`src/rtl/uart_rx_framed.sv`:
```
// Configurable-frame oversampling UART receiver: 5..MaxDataBits data bits,
// optional even/odd parity, 1 or 2 stop bits, with false-start, break and resync detection.
module uart_rx_framed #(
    parameter int Oversample  = 16,
    parameter int MaxDataBits = 9
) (
    input  logic                   clk,
    input  logic                   nReset,
    input  logic                   en,
    input  logic                   in,
    input  logic [3:0]             cfgDataBits,
    input  logic [1:0]             cfgParity,
    input  logic                   cfgStop2,
    output logic [MaxDataBits-1:0] data,
    output logic                   done,
    output logic                   parityErr,
    output logic                   frameErr,
    output logic                   syncErr,
    output logic                   breakDet
);
    localparam int CW = $clog2(Oversample);
    localparam logic [CW-1:0] CntTop = CW'(Oversample - 1);
    localparam logic [CW-1:0] CntMid = CW'(Oversample / 2);

    typedef enum logic [2:0] {IDLE, START, DATA, PARITY, STOP1, STOP2, BREAK} stateT;

    stateT                  state;
    logic                   cmp;
    logic [CW-1:0]          sampleCount;
    logic [3:0]             bitCnt;
    logic [3:0]             nBits;
    logic [3:0]             cfgBitsEff;
    logic [MaxDataBits-1:0] shiftReg;
    logic                   parEn;
    logic                   parOdd;
    logic                   stop2;
    logic                   parBit;
    logic                   stopLow;
    logic                   edgeSeen;

    logic fall, rise, lineEdge, lateEdge, midPoint, bitEnd, lastStop, isBreak;

    always_comb begin
        cfgBitsEff = cfgDataBits;
        if (cfgDataBits < 4'd5)
            cfgBitsEff = 4'd5;
        else if (cfgDataBits > 4'(MaxDataBits))
            cfgBitsEff = 4'(MaxDataBits);
    end

    assign fall     = en && !in && cmp;
    assign rise     = en && in && !cmp;
    assign lineEdge = fall || rise;
    assign lateEdge = sampleCount >= CntMid;
    assign midPoint = sampleCount == CntMid;
    // An edge in the second half of a bit is the next bit arriving early.
    assign bitEnd   = (sampleCount == '0) || (lineEdge && !lateEdge);
    assign lastStop = (state == STOP2) || !stop2;
    assign isBreak  = !in && (shiftReg == '0) && !parBit;

    always_ff @(posedge clk or negedge nReset) begin
        if (!nReset) begin
            state       <= IDLE;
            cmp         <= 1'b1;
            sampleCount <= CntTop;
            bitCnt      <= '0;
            nBits       <= 4'd5;
            shiftReg    <= '0;
            parEn       <= 1'b0;
            parOdd      <= 1'b0;
            stop2       <= 1'b0;
            parBit      <= 1'b0;
            stopLow     <= 1'b0;
            edgeSeen    <= 1'b0;
            data        <= '0;
            done        <= 1'b0;
            parityErr   <= 1'b0;
            frameErr    <= 1'b0;
            syncErr     <= 1'b0;
            breakDet    <= 1'b0;
        end else begin
            done      <= 1'b0;
            parityErr <= 1'b0;
            frameErr  <= 1'b0;
            syncErr   <= 1'b0;
            breakDet  <= 1'b0;
            if (en) begin
                cmp <= in;
                case (state)
                    IDLE: begin
                        if (fall) begin
                            state       <= START;
                            sampleCount <= CntTop;
                            edgeSeen    <= 1'b0;
                            bitCnt      <= '0;
                            shiftReg    <= '0;
                            parBit      <= 1'b0;
                            stopLow     <= 1'b0;
                            nBits       <= cfgBitsEff;
                            parEn       <= (cfgParity == 2'd1) || (cfgParity == 2'd2);
                            parOdd      <= cfgParity == 2'd2;
                            stop2       <= cfgStop2;
                        end
                    end
                    BREAK: begin
                        if (rise)
                            state <= IDLE;
                    end
                    default: begin
                        if (state == START && midPoint && in) begin
                            state       <= IDLE;
                            sampleCount <= CntTop;
                        end else if (lineEdge && lateEdge && edgeSeen) begin
                            syncErr     <= 1'b1;
                            state       <= IDLE;
                            sampleCount <= CntTop;
                        end else begin
                            sampleCount <= sampleCount - CW'(1);
                            if (lineEdge && lateEdge)
                                edgeSeen <= 1'b1;
                            if (midPoint) begin
                                case (state)
                                    DATA: begin
                                        for (int unsigned i = 0; i < MaxDataBits; i++)
                                            if (bitCnt == 4'(i))
                                                shiftReg[i] <= in;
                                        bitCnt <= bitCnt + 4'd1;
                                    end
                                    PARITY: parBit <= in;
                                    STOP1, STOP2: begin
                                        if (isBreak) begin
                                            breakDet    <= 1'b1;
                                            state       <= BREAK;
                                            sampleCount <= CntTop;
                                        end else if (lastStop) begin
                                            data        <= shiftReg;
                                            done        <= 1'b1;
                                            frameErr    <= stopLow || !in;
                                            parityErr   <= parEn && ((^shiftReg ^ parBit) != parOdd);
                                            state       <= IDLE;
                                            sampleCount <= CntTop;
                                        end else begin
                                            stopLow <= stopLow || !in;
                                        end
                                    end
                                    default: ;
                                endcase
                            end
                            if (bitEnd) begin
                                sampleCount <= CntTop;
                                edgeSeen    <= 1'b0;
                                case (state)
                                    START:   state <= DATA;
                                    DATA:    if (bitCnt == nBits) state <= parEn ? PARITY : STOP1;
                                    PARITY:  state <= STOP1;
                                    STOP1:   state <= STOP2;
                                    default: state <= IDLE;
                                endcase
                            end
                        end
                    end
                endcase
            end
        end
    end

endmodule

```
`config.mk`:
```
export PLATFORM = sky130hd
export DESIGN_NAME = uart_rx_framed
export DESIGN_NICKNAME = d
export VERILOG_FILES = /design/src/rtl/uart_rx_framed.sv
export SDC_FILE = /design/constraint.sdc
export NUM_CORES = 1
export LEC_CHECK = 0
export ABC_AREA = 1
export ABC_CLOCK_PERIOD_IN_PS = 2100
export CAP_MARGIN = 20
export CORE_ASPECT_RATIO = 1.25
export CORE_MARGIN = 4
export CORE_UTILIZATION = 30
export DETAILED_ROUTE_END_ITERATION = 10
export MAX_ROUTING_LAYER = met4
export PLACE_DENSITY_LB_ADDON = 0.12
export SLEW_MARGIN = 20
export SYNTH_ARGS = -nofsm -noshare
export SYNTH_HDL_FRONTEND = slang
export SYNTH_SLANG_ARGS = --single-unit
export TNS_END_PERCENT = 30
```
`constraint.sdc`:
```
create_clock -name clk -period 2.1 [get_ports clk]
set_clock_uncertainty 0.1 [all_clocks]
set_input_delay 0.21 -clock clk [delete_from_list [all_inputs] [get_ports clk]]
set_output_delay 0.21 -clock clk [all_outputs]
set_load 0.03 [all_outputs]
```
## After elaboration in Yosys (flattened, before gate mapping)

Index checks and enable logic that the tools add are counted.

| storage, ports and cells | value |
|---|---|
| input bits | 11 |
| bits in writable memories | 0 |
| latch bits | 0 |
| memory bits (read-only) | 0 |
| word-level logic and storage cells | 220 |
| bits in registers | 45 |
| memories kept | 0 |
| output and inout port bits | 14 |

| cells by class | value |
|---|---|
| divide/modulo/power cells | 0 |
| $add $sub $neg | 2 |
| multiply operators | 0 |
| bitwise gates (word level) | 6 |
| magnitude comparators | 3 |
| multiplexer cells | 98 |
| equal/unequal tests | 25 |
| reductions and logical operators | 60 |
| shift-type cells | 0 |

Operators with widths:

| kind | count |
|---|---|
| 8-bit AND reduction | 10 |
| 4-bit 2-to-1 mux | 15 |
| 1-bit 2-to-1 mux | 59 |
| 9-bit 2-to-1 mux | 5 |
| 3-bit 2-to-1 mux | 11 |
| 2-bit nonzero test | 13 |
| 9-bit case mux with 2 select lines | 1 |
| 4-bit by 3-bit equality test with 1-bit output, second input constant | 4 |
| 4-bit case mux with 2 select lines | 2 |
| 7-bit AND reduction | 2 |
| 1-bit logical AND | 12 |
| 3-bit case mux with 4 select lines | 1 |
| 3-bit equality test, second input constant | 3 |
| 9-bit logical NOT | 1 |
| 3-bit AND reduction | 3 |
| 9-bit AND reduction | 1 |
| 9-bit parity | 1 |
| 4-bit by 2-bit equality test with 1-bit output, second input constant | 2 |
| 4-bit equality test, second input constant | 2 |
| 4-bit logical NOT | 2 |
| 2-bit by 1-bit != test with 1-bit output, second input constant | 4 |
| 3-bit by 2-bit equality test with 1-bit output, second input constant | 2 |
| 1-bit case mux with 2 select lines | 3 |
| 3-bit case mux with 2 select lines | 1 |
| other kinds (20) | 34 |

## Logic depth before layout (Yosys ltp)

Gate-level depths: netlist (run 1).

| depth | value |
|---|---|
| depth in word-level cells | 12 |
| mapped depth | 13 |
| depth with buffers taken out | 12 |

## Least setup slack after synthesis (run 1)

OpenSTA, ideal clock, no wires.

| timing | value |
|---|---|
| path kind | reg-to-reg |
| from | reg sampleCount[0] |
| to | reg data[8] |
| cell stages (with the launch flop) | 14 |
| arrival | 1.614 ns |
| path slack | 0.271 ns |
| buffers on the path | 1 |
| data required time | 1.884 ns |
| setup time | 0.116 ns |
| period minus slack after synthesis | 1.829 ns |
| cells stage by stage | dfstp_2 inv_1 ha_1 nand2_1 nor2_4 nand3_2 nand2_2 inv_2 nand2_4 nor2_8 inv_8 buf_12 nand2_4 nand2_2 |

| between the ends | value |
|---|---|
| longest elaborated chain between the ends | 5 |
| elaborated cells between the ends (all ways) | 9 |
| those cells by class | 1 x order compare; 1 x eq/ne; 2 x bitwise; 5 x reduce/logical |

Ends and longest elaborated chain:

| what | line | text |
|---|---|---|
| start, declared | 29 | `logic [CW-1:0] sampleCount;` |
| start signal, assigned | 65 | `sampleCount <= CntTop;` |
| start signal, assigned | 93 | `sampleCount <= CntTop;` |
| start signal, assigned | 112 | `sampleCount <= CntTop;` |
| 4-bit >= comparator / 4-bit equality test (equally long branches) | 54, 55 |  |
| 1-bit logical AND (on tied branches) (2 in series) | 113, 110 |  |
| 1-bit inverter (no line) | -- |  |
| 8-bit AND reduction (no line) * | -- |  |
| end signal, assigned | 136 | `data <= shiftReg;` |
| end, declared | 14 | `output logic [MaxDataBits-1:0] data,` |

Every way passes the cells marked *; elsewhere a longest branch is shown, timed or not.
A chain may end at the register's enable or synchronous reset.

## Worst setup path in the final report (run 1)

| timing | value |
|---|---|
| from | reg sampleCount[0] |
| to | reg bitCnt[1] |

| between the ends | value |
|---|---|
| longest elaborated chain between the ends | 5 |
| elaborated cells between the ends (all ways) | 10 |
| those cells by class | 1 x order compare; 3 x eq/ne; 6 x reduce/logical |

Ends and longest elaborated chain:

| what | line | text |
|---|---|---|
| 4-bit >= comparator / 4-bit equality test (equally long branches) | 54, 55 |  |
| 1-bit logical AND (on tied branches) (2 in series) | 113, 110 |  |
| 2-bit by 1-bit != test with 1-bit output (no line) | -- |  |
| 7-bit AND reduction (no line) * | -- |  |
| end signal, assigned | 127 | `bitCnt <= bitCnt + 4'd1;` |
| end, declared | 30 | `logic [3:0] bitCnt;` |

Marks and branches as above.

==> results of run 1 <==
layout make-up:
| class | count | area, um2 |
|---|---|---|
| sequential | 45 | 1135 |
| timing repair buffer | 36 | 340.3 |
| fill | 931 | 5530 |
| inverter | 46 | 182.7 |
| clock inverter | 3 | 21.27 |
| multi-input combinational | 246 | 1415 |
| tap | 120 | 150.1 |
| clock buffer | 5 | 68.82 |
flip-flops by register name (all words and copies together) (netlist names):
name and flops:
breakDet 1, parBit 1, syncErr 1, data 9, frameErr 1, cmp 1
bitCnt 4, state 3, parOdd 1, nBits 4, done 1, edgeSeen 1
parityErr 1, stop2 1, shiftReg 9, stopLow 1, sampleCount 4, parEn 1
critical path, stage by stage (launching register included):
cell	delay (ps)
dfstp_2	540
inv_1	60
ha_1	220
nand2_1	140
nor2_4	60
nand3_2	120
nand2_2	90
nand2_2	150
nand3_2	170
nand2_1	100
o21ai_1	60
kinds of logic after synthesis:
kind of cell | after synthesis
compound gates | 57
xor+xnor | 7
fa+ha+maj | 10
buf+inv | 50
flops | 45
simple gates | 172
per-layer routing:
layer	share of wire, %	wire length, um	vias up	track usage (%)
met5	0	0	-	-
met4	1.5	93	0	4.046
met3	3.6	224	5	2.356
met2	47	2918	36	21.46
met1	48	2930	1049	15.60
li1	-	-	1188	-
power groups by stage:
| stage | Combinational (uW) | Sequential, uW | Clock (uW) |
|---|---|---|---|
| floorplan | 1550 | 1380 | 0 |
| global placement | 1950 | 1400 | 0 |
| detailed placement | 1970 | 1400 | 0 |
| CTS | 1980 | 1390 | 592 |
| global route | 2250 | 1430 | 620 |
| finish | 1970 | 1380 | 568 |
metrics by stage:
stage          setup slack (ps)  area (um2)  cells  hold slack, ps  total power (uW)
2_1_floorplan             270.5        2760    341          -185.6              2924
3_3_place_gp              80.09        3206    492           141.8              3349
3_5_place_dp              34.72        3206    492           147.8              3376
4_1_cts                   76.12        3306    501           321.5              3962
5_1_grt                   8.082        3313    501           335.1              4302
6_report                  180.6        3313    501           322.2              3923
worst paths after layout:
kind                                       startpoint               endpoint  slack (ps)
max                        sampleCount[0]$_DFFE_PN1P_  bitCnt[1]$_DFFE_PN0P_         180
min reg2reg                       data[1]$_DFFE_PN0P_    data[1]$_DFFE_PN0P_         390
max in group asynchronous                      nReset        cmp$_DFFE_PN1P_         950
min in group clk                             cfgStop2      stop2$_DFFE_PN0P_         340
max reg2reg                sampleCount[0]$_DFFE_PN1P_  bitCnt[1]$_DFFE_PN0P_         180
min                                            nReset    data[1]$_DFFE_PN0P_         320
synth_stat cells, types with 2 or more instances:
master	instances
nand2_1	91
dfrtp_1	38
inv_1	36
nor2_1	26
o21ai_0	22
nand3_1	14
nand4_1	11
ha_1	10
o21ai_1	10
inv_2	8
dfstp_2	7
o21ai_2	7
a21oi_1	4
nand2_2	4
nand3_2	4
nor2_2	4
o31ai_1	4
xnor2_1	4
nand2_4	3
nor2_4	3
xor2_1	3
a31oi_1	2
and3_1	2
clkbuf_1	2
nand3_4	2
nor3_1	2
o21bai_1	2
timing repair:
action                                  CTS  global route
endpoints found under the hold margin    17             0
hold buffers                              1             0
gates resized for setup                   0             2
endpoints found under the setup margin    0             9
==> reports/qor.yml, run 1 <==
outcome:
  status: "finished, final reports clean"
die:
  die_w_um: 93.79
  chipHeight_um: 115.2
  start_util_pct: 31.21
  top_level_ports: 25
  die_area_um2: 10810
  rows: 38
  core_region_area_um2: 8843
synthesis:
  synthCells: 341
  synth_top_family_by_area: "simple AND/OR/NAND/NOR gates"
  synth_adder_area_share_pct: 4.533
  yosys.area_share.simple_pct: 31.05
  synthMuxAreaShare_pct: 0
  synth_top_area_share_pct: 34.45
  postSynthAreaPerCell_um2: 8.094
  synth-compound-area-share_pct: 13.19
  synth_flop_cell: "dfrtp_1"
  synth_area_leaders: "dfrtp_1, nand2_1, dfstp_2, inv_1, ha_1"
  async_flop_share_pct: 100.0
  syn_area_um2: 2760
  synth_edf_count: 0
  ys_warn_count: 0
  ys_ff_latch: 45
  yosysTopAreaCell: "dfrtp_1"
  ys_seq_area_share_pct: 41.12
  synth-xor-area-share_pct: 2.221
  ys_types: 43
  syn_nets: 362
routing:
  wirelength_um: 6167
  drtIter0Drc: 166
  via_per_inst: 4.547
  first_pass_iters: 4
  via_count: 2278
  wl_per_cell_um: 12.31
  ant_nets: 0
  drc: 0
sta:
  slew-limit-headroom_pct: 61.30
  drv_slew: 0
  finalCriticalPeriod_ps: 1919
  max_freq_mhz: 521.0
  setup-tns-final_ps: 0
  hold_viol: 0
  rsz0062_at_grt: "false"
  setup_viol: 0
  period_share_pct: 91.40
  worst_slew_pin_slew_ps: 580.5
final_layout:
  drive_gt1_share_pct: 18.64
  mostFrequentLayoutCells: "nand2_1, dfrtp_1, inv_1, nor2_1, clkdlybuf4s50_1"
  final_nets: 401
  final_util_pct: 37.46
  syn2layout_area_growth_pct: 20.04
  final_common_cell: "nand2_1"
  antennaDiodeCount: 0
clocking:
  h-tree-depth: 2
  cts_buffers: 5
  cts_sinks: 45
  cts_setup_buffers: 0
  clk_pin_slew_ps: 100
  cts-root-buf: "clkbuf_8"
  cts_tree: "yes"
  clock_path_buffers: 2
  clock_latency_ps: 310
global_routing:
  grt_pass1_wl_um: 10670
  grt_pass1_vias: 2238
  grt_usage_pct: 12.81
  grt_max_degree: 24
  grt_antenna_before_repair: 0
  overflow: 0
power:
  p_comb_share_pct: 50.2
  pwr-share-seq_pct: 35.3
  switching_share_pct: 45.38
  leakage_uw: 0.001530
  p_clk_share_pct: 14.5
  p_sw_uw: 1780
  power.internal_uw: 2143
  ir_worst_vdd_uv: 346.5
  power_density_nw_per_um2: 1184
placement:
  dp_hpwl_um: 4894
  io_buffers: 24
  gp_congestion: 0.8404
worst_setup_path:
  end_kind: "flip-flop"
  worst-path-max-fanout: 8
  timing_worst_setup_path_type: "flip-flop to flip-flop"
  crit_required_ps: 2210
  start_kind: "flip-flop"
  worstPathArrival_ps: 2020
  rr_worst_depth: 10
job:
  drv_cap: 0
worst_hold_path:
  hold_path.class: "input pin to asynchronous set/reset pin"
No activity file was read; power rests on OpenSTA's default activity.
==> run 2, diff against run 1 <==
--- a/config.mk
+++ b/config.mk
@@ -18,4 +18,4 @@
 export SYNTH_ARGS = -nofsm -noshare
 export SYNTH_HDL_FRONTEND = slang
 export SYNTH_SLANG_ARGS = --single-unit
-export TNS_END_PERCENT = 30
+export TNS_END_PERCENT = 1
==> results of run 2 <==
The final DEF is identical to that of run 1; final timing and power are the same.
==> run 3, diff against run 2 <==
--- a/config.mk
+++ b/config.mk
@@ -10,7 +10,7 @@
 export CAP_MARGIN = 20
 export CORE_ASPECT_RATIO = 1.25
 export CORE_MARGIN = 4
-export CORE_UTILIZATION = 30
+export CORE_UTILIZATION = 40
 export DETAILED_ROUTE_END_ITERATION = 10
 export MAX_ROUTING_LAYER = met4
 export PLACE_DENSITY_LB_ADDON = 0.12
==> constraint.sdc (replaced) <==
create_clock -name clk -period 2.1 [get_ports clk]
set_clock_uncertainty 0.1 [all_clocks]
set_input_delay 0.21 -clock clk [delete_from_list [all_inputs] [get_ports clk]]
set_output_delay 0.21 -clock clk [all_outputs]
set_load 0.02 [all_outputs]
==> run 3 against run 2 <==
Against the previous run: clock power increased by 39%; sequential share of layout area increased by 0.091 points; sequential power hardly changed; first-iteration DRC count is 51% lower; wire length is 6.9% lower; largest cell class unchanged; critical path depth increased by 2; setup slack improved by 31 ps; non-clock buffer count decreased by 3; die area shrank 23%; register-to-register slack improved by 30 ps; maximum frequency is 1.6% higher; sequential cell count unchanged.
==> reports/qor.yml, run 3 (same netlist as run 1, synthesis figures left out) <==
power:
  leakage_uw: 0.001540
  power.internal_uw: 2363
  p_comb_share_pct: 46.8
  ir_worst_vdd_uv: 481.5
  p_clk_share_pct: 19.3
  power_density_nw_per_um2: 1240
  pwr-share-seq_pct: 34.0
  p_sw_uw: 1734
  switching_share_pct: 42.32
placement:
  gp_congestion: 0.9179
  dp_cells: 456
  pre_cts_ws_ps: -41.76
  io_buffers: 24
  dp_hpwl_um: 4553
sta:
  period_share_pct: 89.93
  finalCriticalPeriod_ps: 1889
  layout_setup_ws_ps: 211.4
  slew-limit-headroom_pct: 64.12
  worst_slew_pin_slew_ps: 538.2
  hold_viol: 0
  setup_viol: 0
  rsz0062_at_grt: "false"
  drv_slew: 0
  max_freq_mhz: 529.5
routing:
  via_count: 2286
  via_per_inst: 4.916
  wirelength_um: 5742
  first_pass_iters: 4
  drtIter0Drc: 81
  ant_nets: 0
  wl_per_cell_um: 12.35
  drc: 0
outcome:
  status: "finished, final reports clean"
global_routing:
  overflow: 0
  grt_max_degree: 25
  grt_pass1_vias: 2111
  grt_pass1_wl_um: 9832
  grt_usage_pct: 15.70
  grt_antenna_before_repair: 0
worst_hold_path:
  hold_path.class: "input pin to asynchronous set/reset pin"
die:
  start_util_pct: 41.52
  rows: 33
  die_w_um: 82.30
  chipHeight_um: 100.9
  die_area_um2: 8302
  core_region_area_um2: 6648
  top_level_ports: 25
worst_setup_path:
  rr_startpoint: "sampleCount[0]$_DFFE_PN1P_"
  cp_cell_sequence: "inv_1 -> ha_1 -> nand2_1 -> nor2_4 -> nand3_2 -> nand2_2 -> inv_2 -> nand2_4 -> nor2_8 -> inv_8 -> nand2_1 -> o21ai_0"
  timing_worst_setup_path_type: "flip-flop to flip-flop"
  crit_required_ps: 2190
  cp-startpoint: "sampleCount[0]$_DFFE_PN1P_"
  slowest_stage: "dfstp_2"
  start_kind: "flip-flop"
  worst-path-max-fanout: 19
  max_stage_delay_ps: 540
  worstPathArrival_ps: 1980
  end_kind: "flip-flop"
  crit_top_cell: "nand2_1"
clocking:
  cts_buffers: 5
  cts_setup_buffers: 0
  cts-root-buf: "clkbuf_8"
  clock_path_buffers: 2
  cts_sinks: 45
  clock_latency_ps: 300
  cts_tree: "yes"
  h-tree-depth: 2
  clk_pin_slew_ps: 90
final_layout:
  mostFrequentLayoutCells: "nand2_1, dfrtp_1, inv_1, nor2_1, clkdlybuf4s50_1"
  final_cells: 465
  n_fill_cell: 639
  reg_top3: "data (9), shiftReg (9)"
  final_common_cell: "nand2_1"
  final_nets: 398
  syn2layout_area_growth_pct: 19.72
  antennaDiodeCount: 0
  drive_gt1_share_pct: 17.99
  final_util_pct: 49.71
job:
  drv_cap: 0
[run 3: cell types whose count changed in the layout (fill, tap and decap cells not counted), sizes merged]
| cell | previous run | this run |
|---|---|---|
| buf | 12 | 9 |
| bufinv | 0 | 2 |
| clkinv | 1 | 0 |
| clkinvlp | 1 | 0 |
[run 3: worst max-delay path: cells and delay by family (launching register included)]
kind            cells  cell delay [ps]
compound gates      1               70
fa+ha+maj           1              220
buf+inv             3              220
flops               1              540
simple gates        7              640
[run 3: timing repair]
action,CTS,global route
gates resized for setup,0,3
hold buffers,1,0
endpoints found under the hold margin,19,0
setup endpoints to repair,0,7
[run 3: worst paths after layout]
kind / endpoint / slack, ps / cells past startpoint
max: data[7]$_DFFE_PN0P_ / 210 / 12
min: data[7]$_DFFE_PN0P_ / 320 / 2
max reg2reg: data[7]$_DFFE_PN0P_ / 210 / 12
min reg2reg: data[3]$_DFFE_PN0P_ / 390 / 2
max in group asynchronous: sampleCount[1]$_DFFE_PN1P_ / 980 / 3
min in group clk: stop2$_DFFE_PN0P_ / 350 / 3
[run 3: layout make-up]
type                            count  area [um2]  share of cell area (%)
Tap cell                           87       108.9                   3.294
Timing Repair Buffer               33       317.8                   9.618
Multi-Input combinational cell    246        1423                   43.05
Inverter                           46       182.7                   5.528
Clock buffer                        5       68.82                   2.083
Sequential cell                    45        1135                   34.34
Clock inverter                      3       68.82                   2.083
[run 3: metrics by stage]
stage	power, uW	hold WS [ps]	TNS [ps]	instance area, um2
2_1_floorplan	2916	-185.6	0	2760
3_3_place_gp	3301	114.2	0	3142
3_5_place_dp	3307	117.4	-92.30	3142
4_1_cts	4113	318.6	0	3289
5_1_grt	4461	359.6	0	3304
6_report	4097	315.0	0	3304
[run 3: layer usage]
metal	up-vias	wire (um)	track usage (%)
met1	1045	2687	20.31
met2	47	2746	24.88
met4	0	86	4.731
li1	1184	-	-
met3	10	221	2.773
met5	-	0	-
[run 3: power by group through the flow]
| stage | Combinational, uW | Sequential (uW) | Clock [uW] |
|---|---|---|---|
| 4_1_cts | 1910 | 1390 | 812 |
| 3_3_place_gp | 1890 | 1410 | 0 |
| 6_report | 1920 | 1390 | 789 |
| 2_1_floorplan | 1550 | 1370 | 0 |
| 5_1_grt | 2190 | 1430 | 846 |
| 3_5_place_dp | 1900 | 1410 | 0 |
